<file path="src/rtl/regfile_pkg.sv">
// Shared constants for the register file: register count, address/data widths
// and the address of the hardwired-zero register.
package regfile_pkg;

   localparam int REG_COUNT  = 32;
   localparam int REG_ADDR_W = 5;
   localparam int REG_DATA_W = 32;

   localparam logic [REG_ADDR_W-1:0] REG_ZERO = 5'd0;

endpackage

</file>
<file path="src/rtl/regfile_read_port.sv">
// One combinational read port: selects a word from the flattened register
// bus by address and forces the zero register to read as 0.
module regfile_read_port
   import regfile_pkg::*;
#(
   parameter int DATA_W = REG_DATA_W,
   parameter int ADDR_W = REG_ADDR_W
) (
   input  logic [(2**ADDR_W)*DATA_W-1:0] words,
   input  logic [ADDR_W-1:0]             addr,
   output logic [DATA_W-1:0]             data
);

   localparam int N = 2**ADDR_W;

   logic [DATA_W-1:0] word_array [N];

   genvar gi;
   generate
      for (gi = 0; gi < N; gi++) begin : g_unpack
         assign word_array[gi] = words[gi*DATA_W +: DATA_W];
      end
   endgenerate

   // The zero rule is applied here too, so r0 reads 0 whatever its slot carries.
   always_comb begin
      data = word_array[addr];
      if (addr == ADDR_W'(REG_ZERO)) begin
         data = '0;
      end
   end

endmodule

</file>
<file path="src/rtl/regfile.sv">
// 2-read/1-write register file: r0 hardwired to zero, asynchronous clear,
// combinational reads without write-to-read bypass.
module regfile
   import regfile_pkg::*;
#(
   parameter int DATA_W = REG_DATA_W,
   parameter int ADDR_W = REG_ADDR_W
) (
   input  logic              clk,
   input  logic              reset,
   input  logic              enable,
   input  logic [ADDR_W-1:0] readReg1_in,
   input  logic [ADDR_W-1:0] readReg2_in,
   input  logic [ADDR_W-1:0] writeReg_in,
   input  logic [DATA_W-1:0] writeData_in,
   output logic [DATA_W-1:0] data1_out,
   output logic [DATA_W-1:0] data2_out
);

   localparam int N = 2**ADDR_W;

   logic [N*DATA_W-1:0] words;
   logic [N-1:1]        write_sel;

   // r0 owns no storage; its slot on the read bus is a constant zero.
   assign words[DATA_W-1:0] = '0;

   genvar gi;
   generate
      for (gi = 1; gi < N; gi++) begin : g_reg
         logic [DATA_W-1:0] value;

         assign write_sel[gi] = enable && (writeReg_in == ADDR_W'(gi));

         always_ff @(posedge clk or posedge reset) begin
            if (reset) begin
               value <= '0;
            end else if (write_sel[gi]) begin
               value <= writeData_in;
            end
         end

         assign words[gi*DATA_W +: DATA_W] = value;
      end
   endgenerate

   regfile_read_port #(
      .DATA_W (DATA_W),
      .ADDR_W (ADDR_W)
   ) u_read1 (
      .words (words),
      .addr  (readReg1_in),
      .data  (data1_out)
   );

   regfile_read_port #(
      .DATA_W (DATA_W),
      .ADDR_W (ADDR_W)
   ) u_read2 (
      .words (words),
      .addr  (readReg2_in),
      .data  (data2_out)
   );

endmodule

</file>
<file path="config.mk">
export PLATFORM = sky130hd
export DESIGN_NAME = regfile
export DESIGN_NICKNAME = d
export VERILOG_FILES = /design/src/rtl/regfile_pkg.sv /design/src/rtl/regfile_read_port.sv /design/src/rtl/regfile.sv
export SDC_FILE = /design/constraint.sdc
export NUM_CORES = 2
export LEC_CHECK = 0
export CORE_UTILIZATION = 25
export DETAILED_ROUTE_END_ITERATION = 10
export DONT_BUFFER_PORTS = 1
export HOLD_SLACK_MARGIN = 0.15
export PLACE_DENSITY_LB_ADDON = 0.12
export SLEW_MARGIN = 20
export SYNTH_ARGS = -nofsm -noshare
export SYNTH_HDL_FRONTEND = slang
export SYNTH_HIERARCHICAL = 1
export SYNTH_SLANG_ARGS = --single-unit
</file>
<file path="constraint.sdc">
create_clock -name clk -period 69.4 [get_ports clk]
set_clock_uncertainty 0.05 [all_clocks]
set_input_delay 6.94 -clock clk [delete_from_list [all_inputs] [get_ports clk]]
set_output_delay 6.94 -clock clk [all_outputs]
set_load 0.01 [all_outputs]
</file>
==> impl_metrics.ini <==
[run_status]
outcome = complete, no violations

[power]
swShare_pct = 26.4
finalPower_mw = 1.79
max-vdd-ir-drop_v = 0.0000184
p_clk_share_pct = 39.2
p_comb_share_pct = 17.8
seqPwrFrac_pct = 43.0
p_leak_nw = 25.1
power.internal_mw = 1.32
p_switching_mw = 0.472
powerDensity_nw_per_um2 = 29.6

[clocking]
clock-sinks = 992
insertion_delay_ns = 0.77
htreeDepth = 4
clkTransAtPathRegs_ns = 0.06
cts_setup_buffers = 0
ctsResizeCount = 0
numCtsBuffers = 131
cts_max_path_buffers = 3
cts_hold_buf = 0
ctsRootBufferMaster = clkbuf_16
cts_tree = built

[floorplan]
coreArea_um2 = 213000
start_util_pct = 25.3
die_h_um = 466
die_w_um = 466
io_pins = 114
rows = 169
die_area_um2 = 217000

[setup_path]
critPathLaunchType = primary input
cp.required_ns = 62.41
cp.arrival_ns = 9.71
r2r_setup_slack_ns = 68.54
cp-end-kind = primary output
critPathMaxFanout = 227
path_cells = nor2b_4 -> buf_4 -> a221oi_1 -> o21ai_1 -> a311oi_1
criticalPathCategory = in -> out
cpPeakStageDelay_ns = 0.86
critical-path-slowest-cell = a311oi_1

[timing]
setup_viol = 0
slew_violations = 0
fin_crit_ns = 16.70
fmax_mhz = 59.9
hold_slack_ns = 0.454
rsz0062_at_grt = false
timing.setup.tns_ns = 0
hold_viol_final = 0
relSlewSlack_pct = 22.3
min_period_over_period_pct = 24.1
worst_slew_pin_slew_ns = 1.16

[finish]
area_delta_synth_final_pct = 12.6
drive_gt1_share_pct = 51.9
postLayoutCoreUtil_pct = 28.5
fin_nets = 3454
fillers = 21300
final_area_um2 = 60600
largest_reg_flops = 992
top_regs = g.value x992
ff_latch_area_um2 = 24800
largest_register = g.value
multi_input_comb_area_um2 = 27400

[placement]
place_area_um2 = 56200
dp_hpwl_um = 106000
portBuffers = 0
gp_congestion = 0.717

[drt]
ant_nets = 0
drt_iter0_drc = 2285
dr.pass1.iters = 5
vias = 33400
drc = 0
post_drt_wl_per_cell_um = 32.6
drt-total-wl_um = 207000
vias_per_cell = 5.27

[yosys]
synth_area_leaders = dfrtp_1, mux2_2, mux4_2, mux2i_1, buf_2
synth_xor_xnor_area_share_pct = 0
synth-seq-area-share_pct = 46.1
yosys_register_bits = 992
synthSimpleGateAreaFrac_pct = 1.65
synth_top_cell_area_share_pct = 46.1
muxShareOfSynthArea_pct = 43.2
synth-edff-count = 0
synth_area_per_cell_um2 = 15.2
synthFlopType = dfrtp_1
synth_common_cells = mux2_2, dfrtp_1, mux4_2
ys_warn_count = 6
synth_compound_area_share_pct = 4.97
syn-cell-area_um2 = 53800
async_flop_share_pct = 100
synthAdderAreaFrac_pct = 0
synth_top_family_by_area = multiplexers
yosysMostFrequentCell = mux2_2
netlist_instances = 3553
ys_types = 40
synth_area_leader_cell = dfrtp_1

[global_routing]
grt_overflow = 0
grt_pass1_wl_um = 293000
grt_pass1_vias = 35000
grt_max_degree = 290
antenna_found_initial = 12
grt_use_total_pct = 19.1

[hold_path]
holdCritPathClass = reg -> reg

[run]
drv_cap = 0
==> worst max-delay path: cells and delay by family <==
kind | cells | cell delay (ns)
buf+inv | 1 | 0.34
compound gates | 3 | 1.62
simple gates | 1 | 0.47
==> worst paths after layout <==
kind / start / to / cells past startpoint
min in group asynchronous: reset / g_reg[29].value[24] / 1
worst max register to register: g_reg[12].value[12] / g_reg[12].value[12] / 1
max in group asynchronous: reset / g_reg[10].value[11] / 7
worst max-delay path: readReg1_in[1] / data1_out[25] / 5
worst min-delay path: g_reg[30].value[1] / g_reg[30].value[1] / 1
worst min register to register: g_reg[30].value[1] / g_reg[30].value[1] / 1
==> final cells by class <==
type                            instances  share of cell area (%)
Timing Repair Buffer                   53                   0.656
Antenna cell                            7                  0.0289
Inverter                                3                  0.0392
Clock inverter                         34                   0.640
Sequential cell                       992                    40.9
Clock buffer                          200                    6.61
Tap cell                             2821                    5.82
Multi-Input combinational cell       2223                    45.3
==> placed cells by master, fill, tap and decap left out, drive strengths merged, types with 21 or more instances in the layout <==
cell,count
a221oi,48
conb,64
a211oi,64
a311oi,64
a22oi,64
nand2,44
mux2,1056
dfrtp,992
nor2b,70
buf,53
clkbuf,200
mux2i,128
o21ai,112
mux4,448
clkinv,21
==> layer usage <==
layer,GRT usage [%],share of wire [%],up-vias
met4,4.70,2.1,0
met1,26.7,46,18700
li1,-,-,13600
met2,30.4,47,817
met5,0,0,-
met3,3.60,5.1,206
==> kinds of logic (layout without fill, tap and decap cells) <==
| group | Yosys count | after routing |
|---|---|---|
| AND/OR/NAND/NOR | 159 | 159 |
| AO/OA/AOI/OAI | 368 | 368 |
| flip-flops | 992 | 992 |
| buffers and inverters | 401 | 290 |
| other | 1 | 71 |
| multiplexers | 1632 | 1632 |
==> metrics by stage <==
stage,worst slack [ns],cells
5_1_grt,52.68,6328
4_1_cts,52.78,6326
6_report,52.70,6333
3_5_place_dp,52.80,6092
2_1_floorplan,34.50,3616
3_3_place_gp,52.42,6092
==> power by group through the flow <==
stage,Combinational [mW],Clock (mW),Sequential (mW)
6_report,0.319,0.703,0.770
5_1_grt,0.341,0.748,0.789
4_1_cts,0.321,0.727,0.769
3_5_place_dp,0.320,0,0.779
3_3_place_gp,0.318,0,0.777
2_1_floorplan,0.279,0,0.756
Note: power is estimated with default switching activity, not from simulation.
